===== config.mk =====
export PLATFORM = sky130hd
export DESIGN_NAME = step_sequencer
export DESIGN_NICKNAME = d
export VERILOG_FILES = /design/src/rtl/seq_pkg.sv /design/src/rtl/seq_tempo_gen.sv /design/src/rtl/step_sequencer.sv
export SDC_FILE = /design/constraint.sdc
export NUM_CORES = 1
export LEC_CHECK = 0
export ABC_AREA = 1
export CORE_AREA = 2 2 151 153
export CTS_BUF_LIST = sky130_fd_sc_hd__clkbuf_4 sky130_fd_sc_hd__clkbuf_8 sky130_fd_sc_hd__clkbuf_16
export DETAILED_ROUTE_END_ITERATION = 12
export DIE_AREA = 0 0 153 155
export PLACE_DENSITY = 0.8
export SYNTH_ARGS = -nofsm -noshare
export SYNTH_HDL_FRONTEND = slang
export SYNTH_SLANG_ARGS = --single-unit

===== constraint.sdc =====
create_clock -name clk -period 7.3 [get_ports clk]
set_input_delay 0.73 -clock clk [delete_from_list [all_inputs] [get_ports clk]]
set_output_delay 0.73 -clock clk [all_outputs]
set_load 0.1 [all_outputs]

===== src/rtl/seq_pkg.sv =====
// Shared types and constants for the step sequencer.
package seq_pkg;

    localparam int unsigned NUM_STEPS      = 8;
    localparam int unsigned STEP_AW        = 3;
    localparam int unsigned FREQ_W         = 24;
    localparam int unsigned TEMPO_W        = 16;
    localparam int unsigned LEN_W          = 4;
    localparam int unsigned TICKS_PER_STEP = 16;

    localparam logic [LEN_W-1:0] LEN_REST = '0;

    // One pattern step as stored in the step memory.
    typedef struct packed {
        logic [FREQ_W-1:0] freq;
        logic [LEN_W-1:0]  len;
        logic              tie;
    } step_t;

    typedef enum logic {
        IDLE = 1'b0,
        PLAY = 1'b1
    } state_t;

endpackage


===== src/rtl/seq_tempo_gen.sv =====
// Tempo divider: counts 0..tempo_div and flags the tick cycle.
module seq_tempo_gen
    import seq_pkg::*;
(
    input  logic               clk,
    input  logic               rst_n,
    input  logic               i_ena,
    input  logic               i_clr,
    input  logic [TEMPO_W-1:0] i_tempo_div,
    output logic               o_tick_c
);

    logic [TEMPO_W-1:0] r_tick_cnt;

    // >= so that lowering the divider mid-count ticks at once.
    assign o_tick_c = (r_tick_cnt >= i_tempo_div);

    // Tick counter: clear wins, otherwise advance and wrap on tick.
    always_ff @(posedge clk or negedge rst_n) begin
        if (!rst_n) begin
            r_tick_cnt <= '0;
        end else if (i_clr) begin
            r_tick_cnt <= '0;
        end else if (i_ena) begin
            if (o_tick_c) begin
                r_tick_cnt <= '0;
            end else begin
                r_tick_cnt <= r_tick_cnt + TEMPO_W'(1);
            end
        end
    end

endmodule


===== src/rtl/step_sequencer.sv =====
// Pattern step sequencer feeding frequency word and gate to the voice.
// Optional macro SEQ_TIE_EN: tied steps hold the gate across the boundary.
module step_sequencer
    import seq_pkg::*;
(
    input  logic               clk,
    input  logic               rst_n,
    input  logic               ena,
    input  logic               run,
    input  logic [TEMPO_W-1:0] tempo_div,
    input  logic [STEP_AW-1:0] last_step,
    input  logic               wr_en,
    input  logic [STEP_AW-1:0] wr_addr,
    input  logic [FREQ_W-1:0]  wr_freq,
    input  logic [LEN_W-1:0]   wr_len,
    input  logic               wr_tie,
    output logic [FREQ_W-1:0]  freq_out,
    output logic               gate_out,
    output logic [STEP_AW-1:0] step_idx,
    output logic               step_pulse,
    output logic               busy
);

    localparam logic [LEN_W-1:0] SUB_LAST = LEN_W'(TICKS_PER_STEP - 1);

    state_t             r_state, w_state_nxt;
    step_t              r_mem [NUM_STEPS];
    logic [FREQ_W-1:0]  r_freq, w_freq_nxt;
    logic               r_gate, w_gate_nxt;
    logic [STEP_AW-1:0] r_idx, w_idx_nxt;
    logic               r_pulse, w_pulse_nxt;
    logic               r_busy, w_busy_nxt;
    logic [LEN_W-1:0]   r_sub, w_sub_nxt;
    logic [LEN_W-1:0]   r_cur_len, w_len_nxt;
    logic               w_clr, w_tick_ena, w_tick, w_hold;
    logic [STEP_AW-1:0] w_next_idx;

`ifdef SEQ_TIE_EN
    logic               r_cur_tie, w_tie_nxt;
    assign w_hold = r_cur_tie;
`else
    assign w_hold = 1'b0;
`endif

    assign freq_out   = r_freq;
    assign gate_out   = r_gate;
    assign step_idx   = r_idx;
    assign step_pulse = r_pulse;
    assign busy       = r_busy;

    // Wrap after last_step, or immediately if last_step was lowered below us.
    assign w_next_idx = (r_idx >= last_step) ? '0 : STEP_AW'(r_idx + 1'b1);

    seq_tempo_gen u_tempo (
        .clk         (clk),
        .rst_n       (rst_n),
        .i_ena       (w_tick_ena),
        .i_clr       (w_clr),
        .i_tempo_div (tempo_div),
        .o_tick_c    (w_tick)
    );

    // Step memory write port; a same-edge load still sees the old entry.
    always_ff @(posedge clk or negedge rst_n) begin
        if (!rst_n) begin
            r_mem <= '{default: '0};
        end else if (wr_en) begin
            r_mem[wr_addr] <= step_t'{freq: wr_freq, len: wr_len, tie: wr_tie};
        end
    end

    // State register.
    always_ff @(posedge clk or negedge rst_n) begin
        if (!rst_n) begin
            r_state <= IDLE;
        end else begin
            r_state <= w_state_nxt;
        end
    end

    // Next-state and output logic.
    always_comb begin
        w_state_nxt = r_state;
        w_freq_nxt  = r_freq;
        w_gate_nxt  = r_gate;
        w_idx_nxt   = r_idx;
        w_pulse_nxt = 1'b0;
        w_sub_nxt   = r_sub;
        w_len_nxt   = r_cur_len;
`ifdef SEQ_TIE_EN
        w_tie_nxt   = r_cur_tie;
`endif
        w_clr       = 1'b0;
        w_tick_ena  = 1'b0;
        case (r_state)
            IDLE: begin
                w_clr      = 1'b1;
                w_gate_nxt = 1'b0;
                w_idx_nxt  = '0;
                w_sub_nxt  = '0;
                if (run && ena) begin
                    w_state_nxt = PLAY;
                    w_freq_nxt  = r_mem[0].freq;
                    w_gate_nxt  = (r_mem[0].len != LEN_REST);
                    w_len_nxt   = r_mem[0].len;
`ifdef SEQ_TIE_EN
                    w_tie_nxt   = r_mem[0].tie;
`endif
                    w_pulse_nxt = 1'b1;
                end
            end
            PLAY: begin
                if (!run) begin
                    w_state_nxt = IDLE;
                    w_clr       = 1'b1;
                    w_gate_nxt  = 1'b0;
                    w_idx_nxt   = '0;
                    w_sub_nxt   = '0;
                end else if (ena) begin
                    w_tick_ena = 1'b1;
                    if (w_tick) begin
                        w_sub_nxt = r_sub + LEN_W'(1);
                        if (r_sub == SUB_LAST) begin
                            w_idx_nxt   = w_next_idx;
                            w_freq_nxt  = r_mem[w_next_idx].freq;
                            w_gate_nxt  = (r_mem[w_next_idx].len != LEN_REST);
                            w_len_nxt   = r_mem[w_next_idx].len;
`ifdef SEQ_TIE_EN
                            w_tie_nxt   = r_mem[w_next_idx].tie;
`endif
                            w_pulse_nxt = 1'b1;
                        end else if ((r_sub + LEN_W'(1)) == r_cur_len && !w_hold) begin
                            w_gate_nxt = 1'b0;
                        end
                    end
                end
            end
        endcase
        w_busy_nxt = (w_state_nxt == PLAY);
    end

    // Output and step-counter registers.
    always_ff @(posedge clk or negedge rst_n) begin
        if (!rst_n) begin
            r_freq    <= '0;
            r_gate    <= 1'b0;
            r_idx     <= '0;
            r_pulse   <= 1'b0;
            r_busy    <= 1'b0;
            r_sub     <= '0;
            r_cur_len <= '0;
`ifdef SEQ_TIE_EN
            r_cur_tie <= 1'b0;
`endif
        end else begin
            r_freq    <= w_freq_nxt;
            r_gate    <= w_gate_nxt;
            r_idx     <= w_idx_nxt;
            r_pulse   <= w_pulse_nxt;
            r_busy    <= w_busy_nxt;
            r_sub     <= w_sub_nxt;
            r_cur_len <= w_len_nxt;
`ifdef SEQ_TIE_EN
            r_cur_tie <= w_tie_nxt;
`endif
        end
    end

endmodule

Word-level counts from Yosys, hierarchy flattened
Cells that the tools add are included.
{"block": "word_totals", "reg_bits": 286, "in_bits": 56, "output_inout_bits": 30, "wordCells": 114}
{"block": "op_classes", "n_addsub": 3, "n_lt_le_gt_ge": 5, "eq_ne": 11, "n_mux": 51, "bitwise_logic": 3, "n_reduce_logical": 9}
{"cell": "232-bit bitwise mux", "n": 1}
{"cell": "24-bit two-way mux", "n": 5}
{"cell": "29-bit binary-select mux with 3-bit select", "n": 1}
{"cell": "29-bit demux with 3-bit select", "n": 1}
{"cell": "29-bit two-way mux", "n": 3}
{"cell": "16-bit two-way mux", "n": 3}
{"cell": "24-bit case mux with 2 select lines", "n": 1}
{"cell": "4-bit two-way mux", "n": 8}
{"cell": "16-bit by 1-bit adder with 16-bit output (second input constant)", "n": 1}
{"cell": "16-bit >= comparator", "n": 1}
{"cell": "1-bit two-way mux", "n": 16}
{"cell": "4-bit case mux with 2 select lines", "n": 2}
{"cell": "3-bit two-way mux", "n": 5}
{"cell": "4-bit >= comparator (second input constant)", "n": 2}
{"cell": "3-bit inverter with 4-bit output", "n": 2}
{"cell": "1-bit case mux with 2 select lines", "n": 4}
{"cell": "4-bit nonzero test", "n": 2}
{"cell": "2-bit inequality test (second input constant)", "n": 3}
{"cell": "3-bit by 2-bit inequality test with 1-bit output (second input constant)", "n": 2}
{"cell": "3-bit case mux with 2 select lines", "n": 1}
{"cell": "3-bit AND reduction", "n": 2}
{"cell": "5-bit AND reduction", "n": 1}
{"cell": "4-bit by 1-bit adder with 4-bit output (second input constant)", "n": 1}
{"cell": "4-bit == test", "n": 1}
{"cell": "other kinds (11)", "n": 13}

Longest topological paths before layout
{"block": "depth", "depth_word": 12, "ltp_mapped": 22, "mapped_depth_nobuf": 18}

Hierarchy
Synthesis repeated with hierarchy kept, for this count alone.
{"block": "unflattened", "cells_unflattened": 1548, "area_unflattened_um2": 13395.3}
{"module": "step_sequencer", "instances": 1, "cells_each": 1322, "area_per_inst_um2": 11761.3, "seq_area_each_um2": 6556.3}
{"module": "seq_tempo_gen", "instances": 1, "cells_each": 226, "area_per_inst_um2": 1634.1, "seq_area_each_um2": 400.4}

Least setup slack after synthesis
OpenSTA, ideal clock, no wires.
{"block": "synth_timing", "path_type": "register to register", "from": "register r_idx[0], in the netlist step_idx[0]", "to": "register r_freq[14], in the netlist freq_out[14]", "setup_ns": 0.120, "arrival_time_ns": 3.105, "required_ns": 7.180, "setup_slack_ns": 4.075, "path_stages_with_launch": 19, "n_path_buf": 5, "synth_period_minus_slack_ns": 3.225, "path_cell_list": "dfrtp_1 inv_1 clkbuf_1 clkbuf_1 ha_1 inv_1 nand2_1 nand2_1 buf_4 nand2_2 nor2_1 buf_4 buf_4 o211ai_1 nand3_1 nand3_1 o21ai_1 nand2_1 nand2_1"}
{"block": "synth_between", "elab_chain_cells": 11, "word_cells_on_any_way": 12, "cone_classes": "1 x add/sub; 1 x order compare; 9 x mux; 1 x bitwise"}
{"element": "from (decl)", "line": "step_sequencer.sv:30", "source": "logic [STEP_AW-1:0] r_idx, w_idx_nxt;"}
{"element": "from (signal assigned)", "line": "step_sequencer.sv:158", "source": "r_idx <= w_idx_nxt;"}
{"element": "3-bit by 1-bit adder with 3-bit output / 3-bit >= comparator (equally long branches)", "line": "step_sequencer.sv:52", "source": "assign w_next_idx = (r_idx >= last_step) ? '0 : STEP_AW'(r_idx + 1'b1);"}
{"element": "3-bit two-way mux *", "line": "step_sequencer.sv:52"}
{"element": "3-bit inverter with 4-bit output (implied by the code) *", "line": "step_sequencer.sv:125", "source": "w_freq_nxt = r_mem[w_next_idx].freq;"}
{"element": "29-bit binary-select mux with 3-bit select *", "line": "step_sequencer.sv:125"}
{"element": "29-bit two-way mux * (2 in a row)"}
{"element": "24-bit two-way mux *", "line": "step_sequencer.sv:123", "source": "if (r_sub == SUB_LAST) begin"}
{"element": "24-bit two-way mux *", "line": "step_sequencer.sv:121", "source": "if (w_tick) begin"}
{"element": "24-bit two-way mux *", "line": "step_sequencer.sv:119", "source": "end else if (ena) begin"}
{"element": "24-bit two-way mux *", "line": "step_sequencer.sv:113", "source": "if (!run) begin"}
{"element": "24-bit case mux with 2 select lines *", "line": "step_sequencer.sv:95", "source": "case (r_state)"}
{"element": "to (signal assigned)", "line": "step_sequencer.sv:156", "source": "r_freq <= w_freq_nxt;"}
{"element": "to (decl)", "line": "step_sequencer.sv:28", "source": "logic [FREQ_W-1:0] r_freq, w_freq_nxt;"}
Mark *: on every way between the ends. The rest lies on a longest branch, timed or not. The select of a mux whose other input is x is not followed.
A chain may end at the register's enable or synchronous reset.

Worst setup path after layout
{"block": "layout_timing", "from": "register r_idx[0], in the netlist step_idx[0]", "to": "register r_gate, in the netlist gate_out"}
{"block": "layout_between", "elab_chain_cells": 12, "word_cells_on_any_way": 13, "cone_classes": "1 x add/sub; 1 x order compare; 9 x mux; 1 x bitwise; 1 x reduce/logical"}
{"element": "3-bit by 1-bit adder with 3-bit output / 3-bit >= comparator (equally long branches)", "line": "step_sequencer.sv:52"}
{"element": "3-bit two-way mux *", "line": "step_sequencer.sv:52"}
{"element": "3-bit inverter with 4-bit output (implied by the code) *", "line": "step_sequencer.sv:126", "source": "w_gate_nxt = (r_mem[w_next_idx].len != LEN_REST);"}
{"element": "29-bit binary-select mux with 3-bit select *", "line": "step_sequencer.sv:126"}
{"element": "29-bit two-way mux (implied by the code) * (2 in a row)", "line": "step_sequencer.sv:126"}
{"element": "4-bit nonzero test *", "line": "step_sequencer.sv:126"}
{"element": "1-bit two-way mux *", "line": "step_sequencer.sv:123"}
{"element": "1-bit two-way mux *", "line": "step_sequencer.sv:121"}
{"element": "1-bit two-way mux *", "line": "step_sequencer.sv:119"}
{"element": "1-bit two-way mux *", "line": "step_sequencer.sv:113"}
{"element": "1-bit case mux with 2 select lines *", "line": "step_sequencer.sv:95"}
{"element": "to (signal assigned)", "line": "step_sequencer.sv:157", "source": "r_gate <= w_gate_nxt;"}
{"element": "to (decl)", "line": "step_sequencer.sv:29", "source": "logic r_gate, w_gate_nxt;"}
Marked as above.

==> impl_metrics.toml <==
[route]
drt_wl_total_um = 31400
routed_via_density = 5.85
vias = 10900
firstDrtPassIters = 5
wire_per_inst_um = 16.8
final_antenna_net_count = 0
drtIter0Drc = 960
drc = 0

[worst_setup_path]
arrival_ps = 5080
cp_num_cells = 18
cp-start-kind = "flip-flop"
cp_slowest_cell = "clkinv_1"
cpPeakStageDelay_ps = 1060
crit_fanout = 67
cpMostUsedCell = "nand2_1"
crit_type = "reg -> reg"
crit_required_ps = 7780
cp_top_family = "buffers and inverters"
worstSetupEndpointType = "flip-flop"
rr_worst_depth = 18
cp_cell_sequence = "inv_2, buf_4, ha_1, inv_1, nand2_1, nand2_1, nand3_1, buf_4, clkinv_1, nand3_1, nand3_1, nand2_1, nor2_1, nand2_1, nand2_1, nand2_1, nand2_1, nand2_1"
critPathBufInv = 5

[timing]
fin_crit_sh = 0.631
skew_ps = 10.8
setup_viol = 0
fin_crit_ps = 4600
slew_viol_final = 0
fmax_ghz = 0.217
fin_tns_setup_ps = 0
timing_hold_violations_final = 0
worst_pin_slew_ps = 1120
rsz0062_at_grt = "no"
relSlewSlack = 0.250
fin_hold_ws_ps = 218

[clock_tree]
path_clk_slew_ps = 60
clockBufferDepth = 3
cts_made_buffers = 29
cts_tree = "yes"
cts-htree-levels = 1
post-cts-setup-buffer-count = 0
clk-insertion-delay-late_ps = 540
cts.sinks = 278
ctsResizeCount = 0
cts_hold_buffers = 0
cts-root-buf = "clkbuf_16"

[floorplanning]
ios = 86
die_x_um = 153
dieArea_mm2 = 0.0237
num_rows = 55
core_mm2 = 0.0222
fp.dieH_um = 155
start_util = 0.589

[synth]
synth_seq_cells = 278
synth_edf_count = 0
yosysWarnings = 0
synth_top_area_share = 0.531
synth_area_mm2 = 0.0131
post_synth.cell_area_avg_um2 = 8.52
synthArstFlopShare = 1.00
synth_top_cells_by_area = "dfrtp_1 53%, nand2_1 10%, o21ai_0 9.3%"
synth_fp_nets = 1614
synth_ff_type = "dfrtp_1"
synth_top_cells_by_count = "364 x nand2_1, 278 x dfrtp_1, 244 x o21ai_0, 122 x inv_1, 107 x nand3_1"
syn_inst = 1536
synth_cell_type_count = 34
yosysMostFrequentCell = "nand2_1"
seq_area_frac_synth = 0.531
synth_largest_area_cell = "dfrtp_1"

[pwr]
peakVddDrop_uv = 196
p_leak_nw = 7.10
p_per_area_mw_per_mm2 = 286

[placement]
portBuffers = 84
placed_cell_area_mm2 = 0.0140
gp_congestion = 0.773
dp_hpwl_um = 17400

[grt]
grt_max_degree = 182
grt_pass1_wl_um = 52800
antenna_found_initial = 0
grt_pass1_vias = 10700
grt_usage = 0.269
gr-total-overflow = 0

[cells_and_area]
design_area_mm2 = 0.0149
drive_gt1_frac = 0.0708
nFillCells = 1771
final_nets = 1643
diodes = 0
regArea_mm2 = 0.00696
final_util = 0.672
area_delta_synth_final_pct = 14.0
multi_input_area_mm2 = 0.00523

[worst_hold_path]
hold_class = "in -> async"

[flow_run]
cap_viol_max_count = 0

[run_status]
status = "completed"
stage by stage:
step / power [mW] / setup WS [ps] / std cells
final: 4.27 / 2700 / 1868
after global routing: 4.49 / 2440 / 1868
after CTS: 4.29 / 2730 / 1868
after detailed placement: 2.86 / 2570 / 1819
after global placement: 2.82 / 2620 / 1819
after floorplan: 2.60 / 4080 / 1536
sequential cells by signal, summed over array words and instances (netlist names):
name,count
busy,1
freq_out,24
gate_out,1
r_cur_len,4
r_mem,224
r_sub,4
step_idx,3
step_pulse,1
u_tempo.r_tick_cnt,16
cell families after synthesis:
logic type      Yosys count  synth area share
compound gates          405             0.178
xor+xnor                 12           0.00803
buf+inv                 228            0.0710
fa+ha+maj                22            0.0210
simple gates            591             0.190
flops                   278             0.531
layer usage:
layer	vias up	wire [µm]	track usage	part of all wire
li1	5206	-	-	-
met1	5298	13200	0.349	0.42
met2	380	15400	0.466	0.49
met3	51	2140	0.0446	0.068
met4	0	588	0.0847	0.019
met5	-	0	0	0
placed cells by master, fill, tap and decap left out, drive strengths merged, types with 22 or more instances in the layout:
master,Yosys,routed
or2,26,26
ha,22,22
nand3,108,108
clkbuf,67,40
dfrtp,278,278
nand2,365,365
o221ai,48,48
inv,124,124
o21ai,269,269
o211ai,24,24
a21oi,62,62
nor2,64,64
clkdlybuf4s50,0,83
where the power goes:
group / switching, mW / internal (mW)
clock network: 0.583 / 0.846
logic: 0.585 / 0.285
registers: 0.152 / 1.82
path summary, 6_finish.rpt:
check / start / endpoint / slack, ps
hold / removal: rst_n / u_tempo.r_tick_cnt[8] / 220
setup / recovery: step_idx[0] / gate_out / 2700
setup reg to reg: step_idx[0] / gate_out / 2700
min in group clk: freq_out[8] / freq_out[8] / 480
hold reg to reg: freq_out[8] / freq_out[8] / 480
max in group asynchronous: rst_n / r_mem[49] / 5670
final cells by class:
cell class,count,share of cell area
clock buffers,40,0.0575
multi-input cells,1030,0.350
well taps,285,0.0239
repair buffers,101,0.0660
inverters,125,0.0314
clock inverters,9,0.00469
flip-flops and latches,278,0.466
worst register-to-register path, stage by stage, from the launching register on:
cell      delay, ps
dfrtp_1         430
inv_2            60
buf_4           630
ha_1            230
inv_1            40
nand2_1          40
nand2_1         330
nand3_1         190
buf_4           510
clkinv_1       1090
nand3_1         390
nand3_1         100
nand2_1         150
nor2_1           70
nand2_1          60
nand2_1          40
nand2_1          80
nand2_1          50
nand2_1          50
Note: power is estimated with default switching activity, not from simulation.
